===== config.mk =====
export PLATFORM = sky130hd
export DESIGN_NAME = energy_cmd_rx
export DESIGN_NICKNAME = d
export VERILOG_FILES = /design/src/rtl/energy_cmd_rx.sv
export SDC_FILE = /design/constraint.sdc
export NUM_CORES = 1
export LEC_CHECK = 0
export ABC_AREA = 0
export CAP_MARGIN = 5
export CORE_ASPECT_RATIO = 0.5
export CORE_MARGIN = 2
export CORE_UTILIZATION = 32
export CTS_BUF_LIST = sky130_fd_sc_hd__clkbuf_8
export DETAILED_ROUTE_END_ITERATION = 8
export SLEW_MARGIN = 25
export SYNTH_ARGS = -nofsm -noshare
export SYNTH_HDL_FRONTEND = slang
export SYNTH_SLANG_ARGS = --single-unit

===== constraint.sdc =====
create_clock -name clk -period 1.95 [get_ports clk]
set_clock_uncertainty 0.05 [all_clocks]
set_input_delay 0.195 -clock clk [delete_from_list [all_inputs] [get_ports clk]]
set_output_delay 0.195 -clock clk [all_outputs]
set_load 0.01 [all_outputs]

===== src/rtl/energy_cmd_rx.sv =====
// UART 8N1 command receiver: parses A5/addr/data/checksum packets into
// single-cycle configuration register writes.
module energy_cmd_rx #(
    parameter int unsigned CLKS_PER_BIT = 8,
    parameter int unsigned TIMEOUT_BITS = 32
) (
    input  logic       clk,
    input  logic       rst_n,
    input  logic       ena,
    input  logic       rxd,
    output logic       wr_en,
    output logic [7:0] wr_addr,
    output logic [7:0] wr_data,
    output logic       frame_err,
    output logic       chk_err,
    output logic       busy
);

    localparam int unsigned HalfBit       = CLKS_PER_BIT / 2;
    localparam int unsigned TimeoutCycles = TIMEOUT_BITS * CLKS_PER_BIT;
    localparam int unsigned CntW          = $clog2(CLKS_PER_BIT);
    localparam int unsigned ToW           = $clog2(TimeoutCycles + 1);
    localparam logic [7:0]  SyncByte      = 8'hA5;

    typedef enum logic [1:0] {BitIdle, BitStart, BitData, BitStop} bit_state_e;
    typedef enum logic [1:0] {PSync, PAddr, PData, PChk} parse_state_e;

    logic            rx_meta_q, rxs_q;
    bit_state_e      bit_state_q, bit_state_d;
    logic [CntW-1:0] bit_cnt_q, bit_cnt_d;
    logic [2:0]      bit_idx_q, bit_idx_d;
    logic [7:0]      shift_q, shift_d;
    logic            byte_stb_q, byte_stb_d;
    logic            frame_err_q, frame_err_d;

    parse_state_e    parse_q, parse_d;
    logic [ToW-1:0]  to_cnt_q, to_cnt_d;
    logic [7:0]      addr_q, addr_d;
    logic [7:0]      data_q, data_d;
    logic [7:0]      wr_addr_q, wr_addr_d;
    logic [7:0]      wr_data_q, wr_data_d;
    logic            wr_en_q, wr_en_d;
    logic            chk_err_q, chk_err_d;

    always_ff @(posedge clk or negedge rst_n) begin
        if (!rst_n) begin
            rx_meta_q <= 1'b1;
            rxs_q     <= 1'b1;
        end else begin
            rx_meta_q <= rxd;
            rxs_q     <= rx_meta_q;
        end
    end

    // Bit engine: byte strobe and frame error are registered one cycle after the stop sample.
    always_comb begin
        bit_state_d = bit_state_q;
        bit_cnt_d   = bit_cnt_q;
        bit_idx_d   = bit_idx_q;
        shift_d     = shift_q;
        byte_stb_d  = 1'b0;
        frame_err_d = 1'b0;
        unique case (bit_state_q)
            BitIdle: begin
                if (!rxs_q) begin
                    bit_state_d = BitStart;
                    bit_cnt_d   = '0;
                end
            end
            BitStart: begin
                if (bit_cnt_q == CntW'(HalfBit - 1)) begin
                    bit_cnt_d   = '0;
                    bit_idx_d   = '0;
                    bit_state_d = rxs_q ? BitIdle : BitData;
                end else begin
                    bit_cnt_d = bit_cnt_q + 1'b1;
                end
            end
            BitData: begin
                if (bit_cnt_q == CntW'(CLKS_PER_BIT - 1)) begin
                    bit_cnt_d = '0;
                    shift_d   = {rxs_q, shift_q[7:1]};
                    if (bit_idx_q == 3'd7) begin
                        bit_state_d = BitStop;
                    end else begin
                        bit_idx_d = bit_idx_q + 3'd1;
                    end
                end else begin
                    bit_cnt_d = bit_cnt_q + 1'b1;
                end
            end
            BitStop: begin
                if (bit_cnt_q == CntW'(CLKS_PER_BIT - 1)) begin
                    bit_cnt_d   = '0;
                    bit_state_d = BitIdle;
                    byte_stb_d  = rxs_q;
                    frame_err_d = !rxs_q;
                end else begin
                    bit_cnt_d = bit_cnt_q + 1'b1;
                end
            end
        endcase
        if (!ena) begin
            bit_state_d = BitIdle;
            bit_cnt_d   = '0;
            bit_idx_d   = '0;
            byte_stb_d  = 1'b0;
            frame_err_d = 1'b0;
        end
    end

    always_ff @(posedge clk or negedge rst_n) begin
        if (!rst_n) begin
            bit_state_q <= BitIdle;
            bit_cnt_q   <= '0;
            bit_idx_q   <= '0;
            shift_q     <= '0;
            byte_stb_q  <= 1'b0;
            frame_err_q <= 1'b0;
        end else begin
            bit_state_q <= bit_state_d;
            bit_cnt_q   <= bit_cnt_d;
            bit_idx_q   <= bit_idx_d;
            shift_q     <= shift_d;
            byte_stb_q  <= byte_stb_d;
            frame_err_q <= frame_err_d;
        end
    end

    // Packet parser; a byte strobe takes priority over a coincident timeout expiry.
    always_comb begin
        parse_d   = parse_q;
        to_cnt_d  = to_cnt_q;
        addr_d    = addr_q;
        data_d    = data_q;
        wr_addr_d = wr_addr_q;
        wr_data_d = wr_data_q;
        wr_en_d   = 1'b0;
        chk_err_d = 1'b0;
        if (frame_err_q) begin
            parse_d  = PSync;
            to_cnt_d = '0;
        end else if (byte_stb_q) begin
            to_cnt_d = '0;
            unique case (parse_q)
                PSync: if (shift_q == SyncByte) parse_d = PAddr;
                PAddr: begin
                    addr_d  = shift_q;
                    parse_d = PData;
                end
                PData: begin
                    data_d  = shift_q;
                    parse_d = PChk;
                end
                PChk: begin
                    if (shift_q == (SyncByte ^ addr_q ^ data_q)) begin
                        wr_addr_d = addr_q;
                        wr_data_d = data_q;
                        wr_en_d   = 1'b1;
                    end else begin
                        chk_err_d = 1'b1;
                    end
                    parse_d = PSync;
                end
            endcase
        end else if (parse_q != PSync && bit_state_q == BitIdle) begin
            if (to_cnt_q == ToW'(TimeoutCycles - 1)) begin
                parse_d  = PSync;
                to_cnt_d = '0;
            end else begin
                to_cnt_d = to_cnt_q + 1'b1;
            end
        end
        if (!ena) begin
            parse_d   = PSync;
            to_cnt_d  = '0;
            wr_en_d   = 1'b0;
            chk_err_d = 1'b0;
            wr_addr_d = wr_addr_q;
            wr_data_d = wr_data_q;
        end
    end

    always_ff @(posedge clk or negedge rst_n) begin
        if (!rst_n) begin
            parse_q   <= PSync;
            to_cnt_q  <= '0;
            addr_q    <= '0;
            data_q    <= '0;
            wr_addr_q <= '0;
            wr_data_q <= '0;
            wr_en_q   <= 1'b0;
            chk_err_q <= 1'b0;
        end else begin
            parse_q   <= parse_d;
            to_cnt_q  <= to_cnt_d;
            addr_q    <= addr_d;
            data_q    <= data_d;
            wr_addr_q <= wr_addr_d;
            wr_data_q <= wr_data_d;
            wr_en_q   <= wr_en_d;
            chk_err_q <= chk_err_d;
        end
    end

    assign wr_en     = wr_en_q;
    assign wr_addr   = wr_addr_q;
    assign wr_data   = wr_data_q;
    assign frame_err = frame_err_q;
    assign chk_err   = chk_err_q;
    assign busy      = (bit_state_q != BitIdle) || (parse_q != PSync);

endmodule

* Word level (Yosys, flattened, before mapping)
Cells that the tools add are included.
Widths: inputs -> output; s select.
** Cells by class
- Add/sub/neg operators :: 3
- $mul :: 0
- Div/mod/pow operators :: 0
- Order comparisons :: 0
- Eq/ne operators :: 22
- Shift-type cells :: 0
- Mux-type cells :: 46
- Bitwise gates (word level) :: 3
- Reduce and logical (&&, ||, !) cells :: 15
** Operator list (count)
- $mux 9 :: 5
- $mux 2 :: 13
- $mux 3 :: 8
- $ne 3x3->1 const B :: 6
- $mux 1 :: 16
- $pmux 2 s4 :: 2
- $reduce_and 5->1 :: 2
- $add 9x1->9 const B :: 1
- $eq 9x8->1 const B :: 1
- $pmux 3 s3 :: 1
- $reduce_and 3->1 :: 3
- $eq 2x2->1 const B :: 4
- $eq 8x8->1 :: 1
- $eq 8x8->1 const B :: 1
- $ne 4x1->1 const B :: 2
- $xor 8x8->8 :: 1
- $add 3x1->3 const B :: 2
- $eq 3x3->1 const B :: 2
- $pmux 3 s2 :: 1
- $ne 5x5->1 const B :: 1
- $eq 2x1->1 const B :: 2
- $logic_not 2->1 :: 2
- $not 4->4 :: 1
- $reduce_and 4->1 :: 1
- 9 further kinds :: 10
** Storage, ports and cells
- Register bits :: 65
- Latch bits :: 0
- Memory bits (writable) :: 0
- Bits in read-only memories :: 0
- Input port bits :: 4
- Output and inout port bits :: 20
- Memories kept :: 0

* Depth between registers and ports, before layout
- Depth after elaboration :: 8
- Gate-level depth with buffers :: 7
- Depth with buffers taken out :: 6

* Worst setup path after synthesis
OpenSTA, ideal clock, no wires.
- Path type :: register to register
- Start point :: register shift_q[1]
- End point :: register wr_addr_q[0] (netlist: wr_addr[0])
- Library setup time :: 0.125 ns
- Data arrival time :: 1.924 ns
- Setup slack :: -0.149 ns
- Stages on the path, launching flop included :: 6
- Period minus slack after synthesis :: 2.099 ns
- Cell sequence :: dfrtp_1 -> xnor3_1 -> nand4_4 -> nor4_4 -> buf_8 -> mux2_4
** Between the ends
- Word-level cells in the longest chain between the ends :: 2
** RTL lines
- start, declared :: RTL line 32 : logic [7:0] shift_q, shift_d;
- start signal, assigned :: RTL line 124 : shift_q <= shift_d;
- $eq 8x8->1 :: RTL line 156 : if (shift_q == (SyncByte ^ addr_q ^ data_q)) begin
- $reduce_and 5->1 (no source line)
- end signal, assigned :: RTL line 199 : wr_addr_q <= wr_addr_d;
- end, declared :: RTL line 40 : logic [7:0] wr_addr_q, wr_addr_d;
No other way between the ends.
A chain may end at the register's enable or synchronous reset.

* Final worst setup path
- Start point :: register data_q[2]
- End point :: register wr_addr_q[2] (netlist: wr_addr[2])
** Between the ends
- Word-level cells in the longest chain between the ends :: 3
** RTL lines
- start, declared :: RTL line 39 : logic [7:0] data_q, data_d;
- start signal, assigned :: RTL line 198 : data_q <= data_d;
- $xor 8x8->8 :: RTL line 156
- $eq 8x8->1 :: RTL line 156
- $reduce_and 5->1 (no source line)
No other way between the ends.

==> run_summary.xml <==
<?xml version="1.0" encoding="UTF-8"?>
<metrics>
  <group name="final_layout">
    <metric name="finish.net_count" unit="">308</metric>
    <metric name="fraction_of_layout_cells_with_a_size_suffix_above_1" unit="%">33.3</metric>
    <metric name="flow.area_growth_from_synthesis" unit="%">28.6</metric>
    <metric name="layout.cells.most_common" unit="">dfrtp_1</metric>
    <metric name="post-route-cell-area" unit="sq um">3990</metric>
    <metric name="n_antenna_cell" unit="">0</metric>
    <metric name="filler_cell_count" unit="">889</metric>
    <metric name="leading_cell_types_in_the_layout_fill_and_taps_excluded" unit="">dfrtp_1 (63), mux2_2 (29), buf_4 (28)</metric>
    <metric name="finish.cell_count_without_fillers" unit="">432</metric>
    <metric name="utilization" unit="%">42.2</metric>
  </group>
  <group name="grt">
    <metric name="first_global_vias" unit="">2084</metric>
    <metric name="track_usage" unit="%">12.9</metric>
    <metric name="grt_antenna_before_repair" unit="">0</metric>
    <metric name="total_gr_overflow" unit="">0</metric>
    <metric name="grt_pass1_wl" unit="microns">10200</metric>
    <metric name="grt_max_degree" unit="">66</metric>
  </group>
  <group name="die">
    <metric name="die_h" unit="microns">73.6</metric>
    <metric name="die-area" unit="sq um">10500</metric>
    <metric name="chipWidth" unit="microns">143</metric>
    <metric name="top_level_ports" unit="">24</metric>
    <metric name="start_util" unit="%">32.8</metric>
    <metric name="core_region_area" unit="sq um">9450</metric>
    <metric name="placementRows" unit="">25</metric>
  </group>
  <group name="synthesis">
    <metric name="synth_enable_flop_cells" unit="">0</metric>
    <metric name="synth_sequential_area_ratio" unit="%">52.5</metric>
    <metric name="ys_seq_elements" unit="">65</metric>
    <metric name="syn-mean-instance-area" unit="sq um">13.3</metric>
    <metric name="synthesis.instances" unit="">233</metric>
    <metric name="synthesis.area" unit="sq um">3100</metric>
    <metric name="synth.top_cells.by_area" unit="">dfrtp_1 (51%), mux2_2 (11%), ha_1 (4.8%)</metric>
    <metric name="netlist-cell-type-count" unit="">46</metric>
    <metric name="synth_largest_type_area_fraction" unit="%">50.8</metric>
    <metric name="synth.yosys.warnings" unit="">0</metric>
    <metric name="dominantRegCellSynth" unit="">dfrtp_1</metric>
    <metric name="netlist.top_cell.by_area" unit="">dfrtp_1</metric>
    <metric name="synth_async_sr_flop_share" unit="%">100</metric>
    <metric name="syn_nets" unit="">249</metric>
  </group>
  <group name="placement">
    <metric name="dpl-instance-area" unit="sq um">3710</metric>
    <metric name="dp_hpwl" unit="microns">4290</metric>
    <metric name="dp.cells" unit="">414</metric>
    <metric name="port-buffer-count" unit="">23</metric>
    <metric name="dpl_worst_slack" unit="ns">-0.0137</metric>
    <metric name="place.gp.congestion" unit="">0.828</metric>
  </group>
  <group name="job">
    <metric name="cap_violations" unit="">0</metric>
  </group>
  <group name="route">
    <metric name="route.detailed.drc" unit="">0</metric>
    <metric name="detailroute.via_count" unit="">2001</metric>
    <metric name="drt-total-wl" unit="microns">6060</metric>
    <metric name="wl_per_cell" unit="microns">14.0</metric>
    <metric name="drt_first_iter_violations" unit="">108</metric>
    <metric name="drtAntennaViolNets" unit="">0</metric>
    <metric name="first_pass_iters" unit="">5</metric>
    <metric name="route.detailed.vias_per_inst" unit="">4.63</metric>
  </group>
  <group name="critical_path">
    <metric name="cell_breakdown_of_the_critical_path" unit="">xor3_1, nand2_2, nor4_4, buf_4, buf_6, mux2_4</metric>
    <metric name="crit_cells" unit="">6</metric>
    <metric name="cp.buffers_inverters" unit="">2</metric>
    <metric name="worst_path_largest_cell_delay" unit="ns">0.40</metric>
    <metric name="crit_type" unit="">reg -&gt; reg</metric>
    <metric name="slowest_stage" unit="">xor3_1</metric>
    <metric name="cpLargestDelayFamily" unit="">XOR/XNOR gates</metric>
    <metric name="largest_fanout_of_any_net_on_the_critical_path" unit="">4</metric>
    <metric name="critical_path_arrival" unit="ns">2.13</metric>
    <metric name="critical_path_required" unit="ns">2.14</metric>
    <metric name="rr_worst_depth" unit="">6</metric>
    <metric name="critical_path.endpoint_type" unit="">register</metric>
    <metric name="critical_path.startpoint_type" unit="">register</metric>
  </group>
  <group name="sta">
    <metric name="timing.final.max_slew_violations" unit="">0</metric>
    <metric name="setup_slack_after_layout" unit="ns">0.00952</metric>
    <metric name="achievable-frequency" unit="MHz">515</metric>
    <metric name="max-slew-margin-rel" unit="%">67.2</metric>
    <metric name="setup_violations" unit="">0</metric>
    <metric name="worst_hold_slack" unit="ns">0.193</metric>
    <metric name="timing.setup.tns" unit="ns">0</metric>
    <metric name="fin_crit" unit="ns">1.94</metric>
    <metric name="worstMarginPinSlew" unit="ns">0.492</metric>
    <metric name="rsz_0062_raised_after_global_routing" unit="">yes</metric>
    <metric name="hold_viol" unit="">0</metric>
    <metric name="period_share" unit="%">99.5</metric>
  </group>
  <group name="min_path">
    <metric name="hp-class" unit="">in -&gt; reg</metric>
    <metric name="min_path_cells" unit="">1</metric>
  </group>
  <group name="pwr">
    <metric name="power_density_over_the_cells" unit="nW/um^2">702</metric>
    <metric name="pwr-share-comb" unit="%">3.7</metric>
    <metric name="peakVddDrop" unit="mV">0.277</metric>
    <metric name="share_clk_of_total_power" unit="%">47.2</metric>
    <metric name="cellInternalPower" unit="mW">2.19</metric>
    <metric name="total_power" unit="mW">2.80</metric>
    <metric name="power.share.switching" unit="%">21.9</metric>
    <metric name="seqPwrFrac" unit="%">49.1</metric>
    <metric name="power_switching" unit="mW">0.611</metric>
    <metric name="power.leakage" unit="nW">1.86</metric>
  </group>
  <group name="outcome">
    <metric name="status" unit="">completed</metric>
  </group>
  <group name="clock_network">
    <metric name="cts_max_path_buffers" unit="">2</metric>
    <metric name="clk_latency" unit="ns">0.35</metric>
    <metric name="h-tree-depth" unit="">3</metric>
    <metric name="cts_inserted_buffers" unit="">9</metric>
    <metric name="clkSlewWorstSetupHoldPaths" unit="ns">0.07</metric>
    <metric name="number_of_sinks_handled_by_clock_tree_synthesis" unit="">65</metric>
    <metric name="clock_tree_from_tritoncts" unit="">done</metric>
    <metric name="ctsRootBufferMaster" unit="">clkbuf_8</metric>
  </group>
</metrics>
==> power groups by stage <==
stage	sequential (mW)	clock, mW	combinational [mW]
after floorplan	1.40	0	0.0420
after global placement	1.40	0	0.0995
after detailed placement	1.40	0	0.105
after CTS	1.37	1.36	0.105
after global routing	1.37	1.43	0.121
final	1.37	1.32	0.103
==> cells in the mapped netlist (3+ instances only) <==
master,count
clkbuf_1,5
xor3_1,3
nand3_1,9
nor2_1,12
ha_1,12
o21ai_0,6
dfrtp_1,63
mux2_2,31
xnor3_1,4
a21oi_1,4
inv_1,9
mux2_4,9
nor3_1,4
nor2b_1,3
xnor2_1,3
nand2_1,18
==> cell families (layout without fill, tap and decap cells) <==
logic type                 Yosys count  in the layout  share of synthesized area [%]
and+or+nand+nor                     64             64                           11.6
xor gates and xnor gates            13             13                           7.42
buffers and inverters               15             79                           2.18
adders and majority gates           12             12                           4.84
muxes                               43             43                           17.0
AOI/OAI and AO/OA                   21             21                           4.48
DFF                                 65             65                           52.5
==> final cells by class <==
class	instances	area, sq um	area share [%]
inverters	9	33.8	0.847
well taps	135	169	4.24
repair buffers	54	475	11.9
clock buffers	11	151	3.80
flip-flops and latches	65	1630	40.9
multi-input cells	153	1450	36.4
clock inverters	5	78.8	1.98
==> routing by layer <==
layer	vias to the layer above	GRT usage [%]	routed length, microns
met4	0	5.23	95
met3	10	4.63	188
li1	945	-	-
met5	-	0	0
met2	26	21.2	2960
met1	1020	15.8	2820
==> path summary, 6_finish.rpt <==
path / startpoint / end / slack, ns
max in group asynchronous: rst_n / rx_meta_q / 1.21
min reg2reg: rx_meta_q / rxs_q / 0.31
max: data_q[2] / wr_addr[2] / 0.01
max reg2reg: data_q[2] / wr_addr[2] / 0.01
min: rxd / rx_meta_q / 0.19
min in group asynchronous: rst_n / to_cnt_q[4] / 0.32
==> sequential cells by signal, indices dropped and copies added, names as in the netlist, 2 cells and up <==
register / cells
addr_q: 8
bit_cnt_q: 3
bit_idx_q: 3
bit_state_q: 2
data_q: 8
parse_q: 2
shift_q: 8
to_cnt_q: 9
wr_addr: 8
wr_data: 8
==> what timing repair did <==
| item | 4_1_cts | 5_1_grt |
|---|---|---|
| pin swaps | 0 | 0 |
| hold buffers | 1 | 0 |
| endpoints found under the setup margin | 2 | 17 |
| endpoints found under the hold margin | 63 | 0 |
| gates resized for setup | 1 | 7 |
| setup buffers | 0 | 1 |
Note: power is estimated with default switching activity, not from simulation.
